`src/rtl/data_memory_responder.sv`:
```
// Word-addressed data memory slave with a fixed wait-state count and a one-cycle mem_ready pulse.
// Optional macro MEM_ALIGN_CHECK_EN rejects misaligned or out-of-range byte addresses.
module data_memory_responder #(
  parameter int DEPTH_WORDS = 32,
  parameter int WAIT_STATES = 2
) (
  input  logic        clk,
  input  logic        reset,
  input  logic        mem_read,
  input  logic        mem_write,
  input  logic [31:0] data_address,
  input  logic [31:0] write_data,
  output logic [31:0] read_data,
  output logic        mem_ready,
  output logic        mem_error
);

  localparam int          IDX_W         = $clog2(DEPTH_WORDS);
  localparam logic [3:0]  WAIT_CNT_INIT = WAIT_STATES[3:0];

  typedef enum logic [1:0] {IDLE, BUSY, RESP} state_t;

  state_t           state, next_state;
  logic [3:0]       wait_cnt;
  logic [IDX_W-1:0] idx_q;
  logic [31:0]      wdata_q;
  logic             rd_q, wr_q, err_q;
  logic             req, addr_err, resp_active;

  logic [31:0] mem [DEPTH_WORDS] = '{0: 32'h0000_0005, 1: 32'h0000_0003,
                                     2: 32'h0000_000C, default: 32'h0};

  assign req = mem_read | mem_write;

`ifdef MEM_ALIGN_CHECK_EN
  assign addr_err = (data_address[1:0] != 2'b00) || (data_address[31:IDX_W+2] != '0);
`else
  logic unused_addr_bits;
  assign addr_err         = 1'b0;
  assign unused_addr_bits = ^{data_address[31:IDX_W+2], data_address[1:0]};
`endif

  // NOTE: every output of a combinational block gets a default first, so no path can infer a latch.
  always_comb begin
    next_state = state;
    unique case (state)
      IDLE:    if (req) next_state = (WAIT_STATES == 0) ? RESP : BUSY;
      BUSY:    if (wait_cnt <= 4'd1) next_state = RESP;
      RESP:    next_state = IDLE;
      default: next_state = IDLE;
    endcase
  end

  // NOTE: sequential state uses non-blocking assignments so all registers update together at the edge.
  always_ff @(posedge clk) begin
    if (!reset) begin
      state    <= IDLE;
      wait_cnt <= '0;
      idx_q    <= '0;
      wdata_q  <= '0;
      rd_q     <= 1'b0;
      wr_q     <= 1'b0;
      err_q    <= 1'b0;
    end else begin
      state <= next_state;
      if (state == IDLE && req) begin
        wait_cnt <= WAIT_CNT_INIT;
        idx_q    <= data_address[IDX_W+1:2];
        wdata_q  <= write_data;
        rd_q     <= mem_read;
        wr_q     <= mem_write;
        err_q    <= (mem_read & mem_write) | addr_err;
      end else if (state == BUSY) begin
        wait_cnt <= wait_cnt - 4'd1;
      end
    end
  end

  // NOTE: the storage array has no reset; contents survive reset and only the commit below changes them.
  always_ff @(posedge clk) begin
    if (reset && state == RESP && wr_q && !err_q) begin
      mem[idx_q] <= wdata_q;
    end
  end

  // Gating with reset keeps an access aborted in RESP from showing a completion pulse.
  assign resp_active = (state == RESP) && reset;
  assign mem_ready   = resp_active;
  assign mem_error   = resp_active && err_q;
  assign read_data   = (resp_active && rd_q && !err_q) ? mem[idx_q] : 32'h0;

endmodule
```
`config.mk`:
```
export PLATFORM = sky130hd
export DESIGN_NAME = data_memory_responder
export DESIGN_NICKNAME = d
export VERILOG_FILES = /design/src/rtl/data_memory_responder.sv
export SDC_FILE = /design/constraint.sdc
export NUM_CORES = 1
export LEC_CHECK = 0
export CAP_MARGIN = 20
export CORE_UTILIZATION = 30
export CTS_CLUSTER_SIZE = 28
export DETAILED_ROUTE_END_ITERATION = 7
export GPL_TIMING_DRIVEN = 0
export PLACE_DENSITY_LB_ADDON = 0.12
export SETUP_SLACK_MARGIN = 0.1
export SYNTH_ARGS = -nofsm -noshare
export SYNTH_HDL_FRONTEND = slang
export SYNTH_SLANG_ARGS = --single-unit
```
`constraint.sdc`:
```
create_clock -name clk -period 4 [get_ports clk]
set_clock_uncertainty 0.1 [all_clocks]
set_input_delay 0.8 -clock clk [delete_from_list [all_inputs] [get_ports clk]]
set_output_delay 0.8 -clock clk [all_outputs]
set_load 0.005 [all_outputs]
```
==> results of run 1 <==
worst max path at each step:
stage | startpoint | to | slack [ns] | cells past startpoint
3_5_place_dp | reset | read_data[2] | -1.07 | 7
3_3_place_gp | reset | mem[19][19] | -2.68 | 5
5_1_grt | flop | read_data[10] | 0.07 | 10
6_report | flop | read_data[18] | 0.17 | 9
4_1_cts | flop | read_data[2] | 0.05 | 9
2_1_floorplan | reset | mem[28][0] | 0.37 | 5
kinds of logic (layout without fill, tap and decap cells):
kind of cell,after synthesis,in the layout
adder cells (fa/ha/maj),2,2
XOR/XNOR,3,3
other,0,3
AND/OR/NAND/NOR,169,169
multiplexers,352,352
buffers and inverters,118,501
AO/OA/AOI/OAI,197,197
flip-flops,1075,1075
cell type report:
class                   instances  area [sq um]  area share
flip-flops and latches       1075         31800       0.616
multi-input cells             723          9990       0.194
clock buffers                 144          3170      0.0615
repair buffers                165          2570      0.0498
well taps                    1781          2230      0.0432
plain buffers                 115          1270      0.0247
clock inverters                74           572      0.0111
inverters                       3          15.0    0.000291
diodes                          3          7.51    0.000145
routing by layer:
layer,up-vias,global-route usage,wire [microns]
met5,-,0,0
met4,0,0.0408,1990
met3,124,0.0267,5110
met2,432,0.285,58200
met1,10947,0.229,51500
li1,8639,-,-
stage by stage:
| step | utilization | hold slack (ns) | setup TNS [ns] |
|---|---|---|---|
| 2_1_floorplan | - | 0.339 | 0 |
| 3_3_place_gp | 0.325 | 0.355 | -2479.62 |
| 3_5_place_dp | 0.335 | 0.367 | -271.13 |
| 4_1_cts | 0.376 | 0.374 | 0 |
| 5_1_grt | 0.380 | 0.411 | 0 |
| 6_report | 0.380 | 0.372 | 0 |
cell usage after synthesis, drive strengths merged:
cell / count / area (sq um)
o21ai: 25 / 125
a221oi: 23 / 201
a221o: 32 / 320
or3: 1 / 6.26
nand2: 103 / 387
inv: 3 / 11.3
ha: 2 / 25.0
o31ai: 1 / 7.51
nand3: 2 / 10.0
nor2: 43 / 161
nor3: 1 / 5.00
or3b: 2 / 17.5
and3: 1 / 6.26
edfxtp: 1024 / 30700
o2111ai: 9 / 78.8
nand3b: 6 / 45.0
a31oi: 32 / 200
mux2i: 128 / 1280
xnor2: 1 / 8.76
a21boi: 41 / 308
and2: 2 / 12.5
nor2b: 5 / 38.8
nor4: 1 / 6.26
a22oi: 32 / 240
mux4: 224 / 5040
xor2: 2 / 17.5
o21a: 1 / 7.51
buf: 73 / 552
dfxtp: 51 / 1020
and3b: 2 / 17.5
clkbuf: 42 / 161
a21oi: 1 / 5.00
report_power, final:
group	total (mW)	internal, mW	switching, mW
logic	2.55	1.12	1.44
clock network	10.5	6.10	4.41
registers	12.7	12.5	0.148
critical path: stages (launching register included):
cell and delay (ns):
dfxtp_2 0.33, buf_8 0.14, buf_12 0.13, buf_16 0.14, buf_16 0.15, mux4_2 0.33, mux2i_2 0.07, a221o_2 0.47
a31oi_4 0.22, clkdlybuf4s15_2 0.24
what timing repair did:
item	CTS	global route
gates cloned	2	0
setup buffers	12	8
pin swaps	56	21
gates resized for setup	438	27
endpoints found under the setup margin	32	20
endpoints found under the hold margin	0	0
hold buffers	0	0
sequential cells by signal, summed over array words and instances (netlist names), named ones only:
signal,count
err_q,1
wait_cnt,4
state,2
wdata_q,32
rd_q,1
idx_q,5
wr_q,1
mem,1024
==> out/metrics.yaml, run 1 <==
floorplan:
  rows: 135
  initial_core_util: 0.303
  die_w_microns: 372
  coreArea_sq_um: 136000
  io_pins: 102
  die_area_sq_um: 138000
  die_h_microns: 372
layout:
  nets: 2269
  final_cell_mix: "edfxtp_1, mux4_2, clkbuf_16, nand2_1, mux2i_1"
  layout_commonest_cell: "edfxtp_1"
  instances_no_fill: 4083
  stdcell_area_sq_um: 51600
  layout-drive-gt1-share: 0.339
  n_fill_cell: 12212
  synthToLayoutAreaGrowth_pct: 25.6
worst_setup_path:
  path_class: "reg2out"
  reg2reg_from: "state[0]"
  ff2ff_path_depth: 5
  critPathRequiredTime_ns: 3.10
  critPathMaxFanout: 6
  startpoint_type: "flop"
  worstReg2RegEnd: "mem[17][25]"
  worst_setup_path_end_kind: "output pin"
  worstPathArrival_ns: 2.93
  rrSetupSlack_ns: 0.65
placed_design:
  place_congestion: 0.752
  dpl_cell_area_sq_um: 45500
  dp_cells: 3822
  pre_cts_ws_ns: -1.07
  portBuffers: 74
  dp_hpwl_microns: 76100
logic_synthesis:
  yosysUniqueCellTypes: 41
  synthAdderAreaFrac: 0.000609
  synth_compound_area_frac: 0.0364
  yosys_warnings: 0
  synth_area_sq_um: 41100
  syn_area_per_cell_sq_um: 21.4
  syn_inst: 1916
  synthSimpleGateAreaFrac: 0.0174
  synth-seq-area-share: 0.773
  synthXorXnorAreaFrac: 0.000640
  synth_nets: 1986
  synth_top_family_by_area: "multiplexers"
  ys_ff_latch: 1075
  synthMuxAreaShare: 0.154
power:
  p_leak_nw: 16.0
  ir_worst_vdd_mv: 0.312
  powerDensity_nw_per_um2: 499
  report.power.total_mw: 25.7
timing:
  post-route-worst-setup-slack_ns: 0.169
  fmax_mhz: 261
  slew_headroom: 0.256
  maxSlewViolCount: 0
  fin_crit_sh: 0.958
  rsz0062_at_grt: "yes"
  finalSetupViolCount: 0
  tightest_slew_ns: 1.12
  period_needed_ns: 3.83
  hold_viol_final: 0
drt:
  via_per_inst: 4.93
  vias: 20142
  drtPass1Iterations: 5
  antenna_left: 0
  wl_microns: 117000
  drtIter0Drc: 1508
  remaining_drc_errors: 0
  wl_per_cell_microns: 28.6
grt:
  grtUsageTotal: 0.170
  first_global_vias: 21198
  gr-total-overflow: 0
  antenna_found_initial: 0
  grt_pass1_wl_microns: 163000
  grt_max_degree: 34
hold_path:
  holdPathStages: 2
  min_to: "rd_q"
  worstHoldStart: "rd_q"
  min_path_type: "reg2reg"
clock_tree:
  clock_latency_ns: 0.70
  cts_tree: "built"
  clk_path_buf_depth: 3
  cts-root-buf: "clkbuf_16"
  path_clk_slew_ns: 0.06
  htreeDepth: 3
  cts_buffers: 116
  cts_sinks: 1075
run_status:
  status: "finished clean"
job:
  drv_cap: 0
(Power assumes the default switching activity.)
==> run 2, diff against run 1 <==
--- a/config.mk
+++ b/config.mk
@@ -12,6 +12,8 @@
 export GPL_TIMING_DRIVEN = 0
 export PLACE_DENSITY_LB_ADDON = 0.12
 export SETUP_SLACK_MARGIN = 0.1
+export SKIP_CTS_REPAIR_TIMING = 1
+export SKIP_LAST_GASP = 1
 export SYNTH_ARGS = -nofsm -noshare
 export SYNTH_HDL_FRONTEND = slang
 export SYNTH_SLANG_ARGS = --single-unit
==> run 2 against run 1 <==
The flow now finishes with violations (setup timing); fmax down 6.9%; utilization down 0.43 points; non-clock buffer count down 15; die area unchanged; cell count down 0.39%; highest routed layer unchanged.
==> out/metrics.yaml, run 2 (synthesis gave the netlist of run 1 again) <==
drt:
  wl_per_cell_microns: 28.6
  vias: 20084
  wl_microns: 116000
  via_per_inst: 4.94
  drtIter0Drc: 1458
  drtPass1Iterations: 5
  antenna_left: 0
  remaining_drc_errors: 0
layout:
  synthToLayoutAreaGrowth_pct: 24.2
  layout_commonest_cell: "edfxtp_1"
  final_cell_mix: "edfxtp_1, mux4_2, clkbuf_16, mux2i_1, nand2_1"
  largest_register_ffs: 1024
  regMostFlops: "mem"
  nets: 2254
  instances_no_fill: 4067
  layout-drive-gt1-share: 0.317
  reg_top3: "mem (1024), wdata_q (32), idx_q (5)"
grt:
  grtUsageTotal: 0.168
  met1_usage: 0.228
  grtUsageMet2: 0.281
  grt_pass1_wl_microns: 161000
  antenna_found_initial: 0
  gr-total-overflow: 0
  met3_usage: 0.0271
  top_usage_layer: "met2"
  grt_max_degree: 34
  first_global_vias: 20948
power:
  p_seq_frac: 0.496
  intPower_mw: 19.6
  switchingPower_mw: 5.92
  report.power.total_mw: 25.6
  p_leak_nw: 16.2
  comb_power_share: 0.093
  ir_worst_vdd_mv: 0.310
  clkPwrFrac: 0.411
  powerDensity_nw_per_um2: 501
  switching_share: 0.232
worst_setup_path:
  critPathRequiredTime_ns: 3.10
  reg2reg_from: "state[0]"
  critPathMaxFanout: 10
  worstPathArrival_ns: 3.22
  path_class: "reg2out"
  worst_setup_path_end_kind: "output pin"
  startpoint_type: "flop"
timing:
  fmax_mhz: 243
  maxSlewViolCount: 0
  hold_viol_final: 0
  fin_crit_sh: 1.03
  rsz0062_at_grt: "yes"
  hold-worst-slack_ns: 0.371
  finalSetupViolCount: 11
  post-route-worst-setup-slack_ns: -0.116
  period_needed_ns: 4.12
  slew_headroom: 0.0213
  tightest_slew_ns: 1.47
clock_tree:
  cts_buffers: 116
  cts-root-buf: "clkbuf_16"
  htreeDepth: 3
  cts_sinks: 1075
  cts_tree: "built"
  path_clk_slew_ns: 0.06
  clock_latency_ns: 0.69
  clk_path_buf_depth: 3
floorplan:
  die_area_sq_um: 138000
  rows: 135
  die_w_microns: 372
  initial_core_util: 0.303
  die_h_microns: 372
  io_pins: 102
  coreArea_sq_um: 136000
run_status:
  violations: "setup timing"
  status: "finished, violations left"
placed_design:
  portBuffers: 74
  pre_cts_ws_ns: -1.07
  place_congestion: 0.752
  dp_hpwl_microns: 76100
  dp_cells: 3822
hold_path:
  min_path_type: "reg2reg"
  worstHoldStart: "rd_q"
job:
  drv_cap: 0
==> run 2: stage by stage <==
stage / area, sq um / setup TNS [ns] / util
5_1_grt: 51000 / -2.20 / 0.376
3_3_place_gp: 44000 / -2479.62 / 0.325
6_report: 51000 / -0.624 / 0.376
2_1_floorplan: 41100 / 0 / -
3_5_place_dp: 45500 / -271.13 / 0.335
4_1_cts: 49200 / -36.01 / 0.363
==> run 2: worst max-delay path, stage by stage, from the launching register on <==
cell and delay, ns:
dfxtp_1 0.35, buf_12 0.18, buf_8 0.19, mux4_2 0.54, mux2i_1 0.27, a221o_1 0.35, a31oi_2 0.08, clkdlybuf4s50_1 0.54
==> run 2: worst paths after layout <==
kind / slack (ns) / cells after the start / to
hold reg to reg: 0.37 / 2 / rd_q
setup reg to reg: 0.67 / 5 / mem[17][25]
setup / recovery: -0.12 / 7 / read_data[11]
hold / removal: 0.37 / 2 / rd_q
==> run 2: area by class of cell <==
cell class	instances	area, sq um
flip-flops and latches	1075	31800
clock inverters	74	572
fillers	12286	84600
diodes	2	5.00
multi-input cells	723	9630
inverters	3	15.0
plain buffers	114	1110
well taps	1781	2230
repair buffers	151	2510
clock buffers	144	3170
==> run 2: routing by layer <==
metal	up-vias	part of all wire
met5	-	0
met1	10926	0.45
li1	8605	-
met3	124	0.042
met4	0	0.017
met2	429	0.50
==> run 2: power by group through the flow <==
stage / combinational [mW] / sequential [mW] / clock [mW]
final: 2.39 / 12.7 / 10.5
after global placement: 1.73 / 13.1 / 0
after global routing: 2.55 / 12.7 / 11.2
after detailed placement: 1.94 / 13.0 / 0
after CTS: 1.94 / 12.8 / 10.8
after floorplan: 1.11 / 12.9 / 0
